`src/rtl/uart_pkg.sv`:
```
// Shared register map, status bit positions and transmit FSM encoding for the UART TX controller.
// Pure declarations: no logic, no latency or backpressure of its own.
package uart_pkg;

    localparam logic [1:0] ADDR_STATUS  = 2'b00;
    localparam logic [1:0] ADDR_INTMASK = 2'b01;
    localparam logic [1:0] ADDR_DATA    = 2'b10;
    localparam logic [1:0] ADDR_BAUD    = 2'b11;

    localparam int ST_BUSY = 0;
    localparam int ST_DONE = 1;
    localparam int ST_OVR  = 2;

    typedef enum logic [2:0] {
        IDLE   = 3'd0,
        START  = 3'd1,
        DATA   = 3'd2,
        PARITY = 3'd3,
        STOP   = 3'd4
    } tx_state_e;

endpackage

```
`src/rtl/uart_baud_gen.sv`:
```
// Bit-period timer: snapshots the divisor at frame start and pulses bit_tick_o on the last cycle
// of every divisor+1 cycle period while enabled; no backpressure.
module uart_baud_gen #(
    parameter int DIV_W = 8
) (
    input  logic             clk,
    input  logic             reset,
    input  logic             start_i,
    input  logic             en_i,
    input  logic [DIV_W-1:0] div_i,
    output logic             bit_tick_o
);

    logic [DIV_W-1:0] cnt_q, cnt_d;
    logic [DIV_W-1:0] div_q, div_d;

    assign bit_tick_o = en_i && (cnt_q == div_q);

    always_comb begin
        cnt_d = cnt_q;
        div_d = div_q;
        if (start_i) begin
            cnt_d = '0;
            div_d = div_i;
        end else if (en_i) begin
            cnt_d = bit_tick_o ? '0 : cnt_q + 1'b1;
        end
    end

    always_ff @(posedge clk) begin
        if (reset) begin
            cnt_q <= '0;
            div_q <= '0;
        end else begin
            cnt_q <= cnt_d;
            div_q <= div_d;
        end
    end

endmodule

```
`src/rtl/uart_tx_ctrl.sv`:
```
// Register-mapped UART transmitter: data write launches a frame (start, 8 data LSB first, stop) of
// (divisor+1)-cycle bits; writes while busy are dropped and flagged. UART_TX_PARITY_EN adds even parity.
module uart_tx_ctrl
    import uart_pkg::*;
#(
    parameter int DIV_W = 8
) (
    input  logic       clk,
    input  logic       reset,
    input  logic       CS,
    input  logic       we,
    input  logic [1:0] addr,
    input  logic [7:0] in,
    output logic [7:0] rdata,
    output logic       tx,
    output logic       irq
);

`ifdef UART_TX_PARITY_EN
    localparam tx_state_e AFTER_DATA = PARITY;
`else
    localparam tx_state_e AFTER_DATA = STOP;
`endif

    tx_state_e        state_q, state_d;
    logic [7:0]       shift_q, shift_d;
    logic [2:0]       bit_idx_q, bit_idx_d;
    logic [7:0]       data_q, intmask_q;
    logic [DIV_W-1:0] baud_q;
    logic             done_q, ovr_q;

    logic wr, wr_status, wr_data, accept, busy, bit_tick, frame_done;

    assign wr        = CS && we;
    assign wr_status = wr && (addr == ADDR_STATUS);
    assign wr_data   = wr && (addr == ADDR_DATA);
    assign busy      = (state_q != IDLE);
    assign accept    = wr_data && !busy;

    uart_baud_gen #(.DIV_W(DIV_W)) u_baud (
        .clk        (clk),
        .reset      (reset),
        .start_i    (accept),
        .en_i       (busy),
        .div_i      (baud_q),
        .bit_tick_o (bit_tick)
    );

    always_comb begin
        state_d    = state_q;
        shift_d    = shift_q;
        bit_idx_d  = bit_idx_q;
        frame_done = 1'b0;
        tx         = 1'b1;
        case (state_q)
            IDLE: begin
                if (accept) begin
                    state_d   = START;
                    shift_d   = in;
                    bit_idx_d = '0;
                end
            end
            START: begin
                tx = 1'b0;
                if (bit_tick) state_d = DATA;
            end
            DATA: begin
                tx = shift_q[0];
                if (bit_tick) begin
                    shift_d   = shift_q >> 1;
                    bit_idx_d = bit_idx_q + 1'b1;
                    if (bit_idx_q == 3'd7) state_d = AFTER_DATA;
                end
            end
            PARITY: begin
                // data_q still holds the byte in flight: writes are refused while busy
                tx = ^data_q;
                if (bit_tick) state_d = STOP;
            end
            STOP: begin
                tx = 1'b1;
                if (bit_tick) begin
                    state_d    = IDLE;
                    frame_done = 1'b1;
                end
            end
            default: state_d = IDLE;
        endcase
    end

    always_ff @(posedge clk) begin
        if (reset) begin
            state_q   <= IDLE;
            shift_q   <= '0;
            bit_idx_q <= '0;
            data_q    <= '0;
            intmask_q <= '0;
            baud_q    <= '0;
            done_q    <= 1'b0;
            ovr_q     <= 1'b0;
        end else begin
            state_q   <= state_d;
            shift_q   <= shift_d;
            bit_idx_q <= bit_idx_d;
            if (accept) data_q <= in;
            if (wr && addr == ADDR_INTMASK) intmask_q <= in;
            if (wr && addr == ADDR_BAUD) baud_q <= in[DIV_W-1:0];
            // set terms OR'd last so a same-cycle set beats the write-one-to-clear
            done_q <= (done_q && !(wr_status && in[ST_DONE])) || frame_done;
            ovr_q  <= (ovr_q && !(wr_status && in[ST_OVR])) || (wr_data && busy);
        end
    end

    always_comb begin
        rdata = 8'h00;
        if (CS && !we) begin
            case (addr)
                ADDR_STATUS:  rdata = {5'b0, ovr_q, done_q, busy};
                ADDR_INTMASK: rdata = intmask_q;
                ADDR_DATA:    rdata = data_q;
                ADDR_BAUD:    rdata = 8'(baud_q);
                default:      rdata = 8'h00;
            endcase
        end
    end

    assign irq = (done_q && intmask_q[ST_DONE]) || (ovr_q && intmask_q[ST_OVR]);

endmodule

```
`config.mk`:
```
export PLATFORM = sky130hd
export DESIGN_NAME = uart_tx_ctrl
export DESIGN_NICKNAME = d
export VERILOG_FILES = /design/src/rtl/uart_pkg.sv /design/src/rtl/uart_baud_gen.sv /design/src/rtl/uart_tx_ctrl.sv
export SDC_FILE = /design/constraint.sdc
export NUM_CORES = 1
export LEC_CHECK = 0
export CAP_MARGIN = 20
export CORE_MARGIN = 2
export CORE_UTILIZATION = 38
export DETAILED_ROUTE_END_ITERATION = 6
export SYNTH_ARGS = -nofsm -noshare
export SYNTH_HDL_FRONTEND = slang
export SYNTH_SLANG_ARGS = --single-unit
```
`constraint.sdc`:
```
create_clock -name clk -period 3 [get_ports clk]
set_input_delay 0.45 -clock clk [delete_from_list [all_inputs] [get_ports clk]]
set_output_delay 0.45 -clock clk [all_outputs]
set_load 0.02 [all_outputs]
```
* After elaboration in Yosys (flattened, before gate mapping)
Cells that the tools add are included.
** Word-level totals
- Flip-flop bits (word level) :: 56
- Bits of input ports :: 14
- Word-level logic and storage cells :: 76
** Operators by class
- Add/sub/neg operators :: 2
- Equal/unequal tests :: 15
- Muxes and demuxes :: 19
- Reduce and logical (&&, ||, !) cells :: 30
** Operators with widths (count)
- $mux W8 :: 4
- $pmux W8 S4 :: 1
- $mux W3 :: 8
- $pmux W8 S2 :: 1
- $logic_and A1 B1 Y1 :: 15
- $pmux W3 S5 :: 1
- $add A8 B1 Y8 const B :: 1
- $eq A8 B8 Y1 :: 1
- $ne A2 B1 Y1 const B :: 4
- $reduce_xor A8 Y1 :: 1
- $eq A3 B2 Y1 const B :: 2
- $eq A3 B3 Y1 const B :: 2
- $pmux W3 S2 :: 1
- $reduce_and A6 Y1 :: 1
- $eq A2 B2 Y1 const B :: 2
- $logic_not A1 Y1 :: 4
- $ne A2 B2 Y1 const B :: 2
- $add A3 B1 Y3 const B :: 1
- $eq A3 B1 Y1 const B :: 1
- $logic_not A3 Y1 :: 1
- $logic_or A1 B1 Y1 :: 3
- $pmux W1 S3 :: 1
- $reduce_and A3 Y1 :: 1
- $reduce_bool A3 Y1 :: 1
- other kinds (5) :: 6

* Depth between registers and ports, before layout
- Depth after elaboration :: 6
- Mapped depth :: 7

* Modules after synthesis
A second synthesis with hierarchy kept.
** Unflattened totals
- Cell total of the unflattened synthesis :: 296
- Area total of the unflattened synthesis :: 2708.8 um2
** Modules (own cells, without submodules)
- uart_tx_ctrl :: times used 1, cells each 219, area each 1956.9 um2
- uart_baud_gen :: times used 1, cells each 77, area each 752.0 um2

* Least setup slack after synthesis
Ideal clock, no wire load.
- Path kind :: input -> output
- Start point :: in addr[0]
- End point :: out rdata[2]
- Arrival time :: 1.488 ns
- Path slack :: 1.062 ns
- Cell stages on the path :: 3
- Buffers on the path :: 1
- Path through :: clkbuf_1 mux4_2 nor2b_1
** On the way
- Cells in the longest elaborated chain, start to end :: 3
- Elaborated cells between the ends (all ways) :: 6
** Ends and longest elaborated chain
- start, declared :: line uart_tx_ctrl.sv:12 : input logic [1:0] addr,
- $eq A2 B2 Y1 (tied with other cells) :: line uart_tx_ctrl.sv:117 : case (addr)
- $pmux W8 S4 * :: line uart_tx_ctrl.sv:117
- $mux W8 * :: line uart_tx_ctrl.sv:116 : if (CS && !we) begin
- end, declared :: line uart_tx_ctrl.sv:14 : output logic [7:0] rdata,
Mark *: on every way between the ends. The rest lies on a longest branch, timed or not.

* Worst setup path in the final report
- Start point :: in addr[0]
- End point :: out rdata[6]
The elaborated chain is that of the path after synthesis.

==> out/metrics.yaml <==
cells_and_area:
  area_growth_pct: 17.2
  drive_gt1_share_pct: 10.9
  layout_commonest_cell: "nand2_1"
  design_area_mm2: 0.00312
  antenna_cells: 0
  fin_cells: 445
  fin_nets: 365
  fillers: 668
  mostFrequentLayoutCells: "nand2_1, dfxtp_1, a21oi_1"
critical_path:
  critical_path_arrival_ns: 2.34
  cp_top_family: "buffers and inverters"
  end_kind: "output port"
  crit_chain: "clkdlybuf4s50_1 -> buf_12 -> nor2b_1 -> buf_4 -> a22oi_1 -> nor2_1 -> clkdlybuf4s50_1"
  rr_startpoint: "u_baud.cnt_q[2]"
  worstPathMaxFanout: 14
  worstSetupPathType: "in -> out"
  critPathMaxStageDelay_ns: 0.62
  required_ns: 2.55
  cp_common_cell: "clkdlybuf4s50_1"
  r2r_setup_slack_ns: 0.96
  crit_slowest_cell: "clkdlybuf4s50_1"
  ff2ff_path_depth: 5
  setup.worst_path.start_class: "input pin"
  path_buf_inv: 4
  r2r_end: "state_q[1]"
  path_depth: 7
synth:
  postSynthCellCount: 325
  synth_area_leaders: "dfxtp_1, nand2_1, a21oi_1, nor2_1, xor2_1"
  synthSimpleGateAreaFrac_pct: 25.6
  seq_area_frac_synth_pct: 42.1
  post_synth.cell_area_avg_um2: 8.19
  synth.cell_area_mm2: 0.00266
  synth_compound_gate_area_share_pct: 18.1
  synthAdderAreaFrac_pct: 1.41
  yosys_warnings: 0
  synth_top_cell_by_area: "dfxtp_1"
  synth_top_area_share_pct: 42.1
  syn_nets: 342
  synthMuxAreaShare_pct: 4.65
  synth_top_family_by_area: "simple AND/OR/NAND/NOR gates"
  ys_types: 42
  synth-seq-cells: 56
  synth-xor-area-share_pct: 5.59
place:
  place_congestion: 0.774
  numPortBuffers: 23
  place_ws_ns: 0.233
  placed_cell_area_mm2: 0.00303
  place_inst: 437
  place_hpwl_mm: 4.62
min_path:
  holdPathStages: 2
  min_to: "intmask_q[7]"
  worstHoldStart: "intmask_q[7]"
  hp-class: "reg -> reg"
sta:
  setup_viol: 0
  finalSetupTns_ns: 0
  slew_headroom_pct: 59.0
  fin_crit_ns: 2.79
  hold_viol: 0
  hold_slack_ns: 0.471
  clock_skew_ns: 0.00829
  rsz0062_at_grt: "no"
  drv_slew: 0
  tightest_slew_ns: 0.613
  min_period_over_period_pct: 93.0
  worst_slack_ns: 0.211
  fmax_mhz: 359
cts:
  cts_hold_buf: 0
  cts.repair.resized: 0
  max-clock-path-buffers: 2
  cts_tree: "yes"
  clock-sinks: 56
  cts-root-buf: "clkbuf_8"
  clock_latency_ns: 0.31
  cts-htree-levels: 2
  post_cts_buffers: 0
  clk_pin_slew_ns: 0.09
  cts_made_buffers: 5
grt:
  grt_max_degree: 49
  grt_pass1_wl_mm: 10.9
  gr-max-usage-layer: "met2"
  grt_use_met1_pct: 25.7
  track_usage_pct: 18.0
  grt_pass1_vias: 2207
  met2_usage_pct: 28.0
  grt_use_met3_pct: 2.26
  grt-ovfl-total: 0
  antenna_found_initial: 0
floorplanning:
  rows: 30
  core_mm2: 0.00679
  die_y_um: 87.7
  ioPinCount: 24
  die_w_um: 87.7
  die_area_mm2: 0.00769
  start_util_pct: 39.2
route:
  drt_iter0_drc: 176
  vias: 2343
  drcViolationCount: 0
  wl_mm: 6.50
  via_per_inst: 5.27
  routedWlPerCell_um: 14.6
  ant_nets: 0
  first_pass_iters: 4
power_and_ir_drop:
  ir_drop_mv: 0.181
  p_leak_nw: 1.09
  power_density_mw_per_mm2: 422
status:
  status: "completed"
flow_run:
  max-cap-violations: 0
==> synthesized netlist by cell type <==
cell type / instances
nand2_1: 76
dfxtp_1: 56
a21oi_1: 43
nor2_1: 32
clkbuf_1: 14
xor2_1: 10
nand3_1: 9
o21ai_0: 8
o221a_2: 7
xnor2_1: 7
a22oi_1: 6
mux2_2: 5
nor2b_1: 5
or3_1: 4
ha_1: 3
mux4_2: 3
nand2b_1: 3
nor3_1: 3
a211oi_1: 2
a31o_2: 2
and2_1: 2
and3_1: 2
buf_2: 2
nand4_1: 2
nor4_4: 2
a2111oi_0: 1
a2111oi_2: 1
a21boi_0: 1
a22o_1: 1
a31oi_1: 1
a32oi_1: 1
and4b_1: 1
inv_1: 1
nand2_2: 1
nand3b_1: 1
nor2_2: 1
nor3_2: 1
nor3b_1: 1
o211ai_1: 1
o21bai_1: 1
or2_0: 1
or4_1: 1
==> flip-flops by register name, indices dropped and copies added, names as in the netlist <==
signal / cells
baud_q: 8
bit_idx_q: 3
data_q: 8
done_q: 1
intmask_q: 8
ovr_q: 1
shift_q: 8
state_q: 3
u_baud.cnt_q: 8
u_baud.div_q: 8
==> routing by layer <==
metal	share of wire, %	up-vias
li1	-	1171
met1	49	1108
met2	46	55
met3	3.1	9
met4	1.7	0
met5	0	-
==> logic make-up after synthesis <==
kind of cell / count (synthesis)
AO/OA/AOI/OAI: 76
multiplexers: 8
XOR/XNOR: 17
AND/OR/NAND/NOR: 148
buffers and inverters: 17
adder cells (fa/ha/maj): 3
flip-flops: 56
==> cell type report <==
cell class | instances | area (um^2) | share of cell area [%]
Clock buffer | 8 | 90.1 | 2.89
Inverter | 1 | 3.75 | 0.120
Multi-Input combinational cell | 252 | 1470 | 47.3
Sequential cell | 56 | 1120 | 35.9
Tap cell | 96 | 120 | 3.85
Timing Repair Buffer | 32 | 310 | 9.95
==> how the worst max path moves through the flow <==
stage | to | slack [ns] | startpoint
2_1_floorplan | rdata[2] | 1.06 | addr[0]
6_report | rdata[6] | 0.21 | addr[0]
3_5_place_dp | rdata[6] | 0.23 | addr[0]
4_1_cts | rdata[6] | 0.21 | addr[0]
3_3_place_gp | rdata[2] | 0.24 | addr[0]
5_1_grt | rdata[3] | 0.08 | addr[0]
==> metrics by stage <==
step | total power, mW | utilization (%)
floorplan | 0.850 | -
global placement | 0.906 | 44.6
detailed placement | 0.907 | 44.6
CTS | 1.33 | 45.9
global route | 1.37 | 45.9
finish | 1.32 | 45.9
==> worst min-delay path, stage by stage (launching register included) <==
cell,delay (ns)
dfxtp_1,0.32
nand2_1,0.05
a21oi_1,0.05
==> power breakdown <==
part	total, mW	switching, mW	internal, mW	leakage, nW
Sequential	0.767	0.0103	0.757	0.453
Clock	0.425	0.236	0.189	0.0455
Combinational	0.124	0.0701	0.0541	0.596
Power figures use the tool's default switching activity.
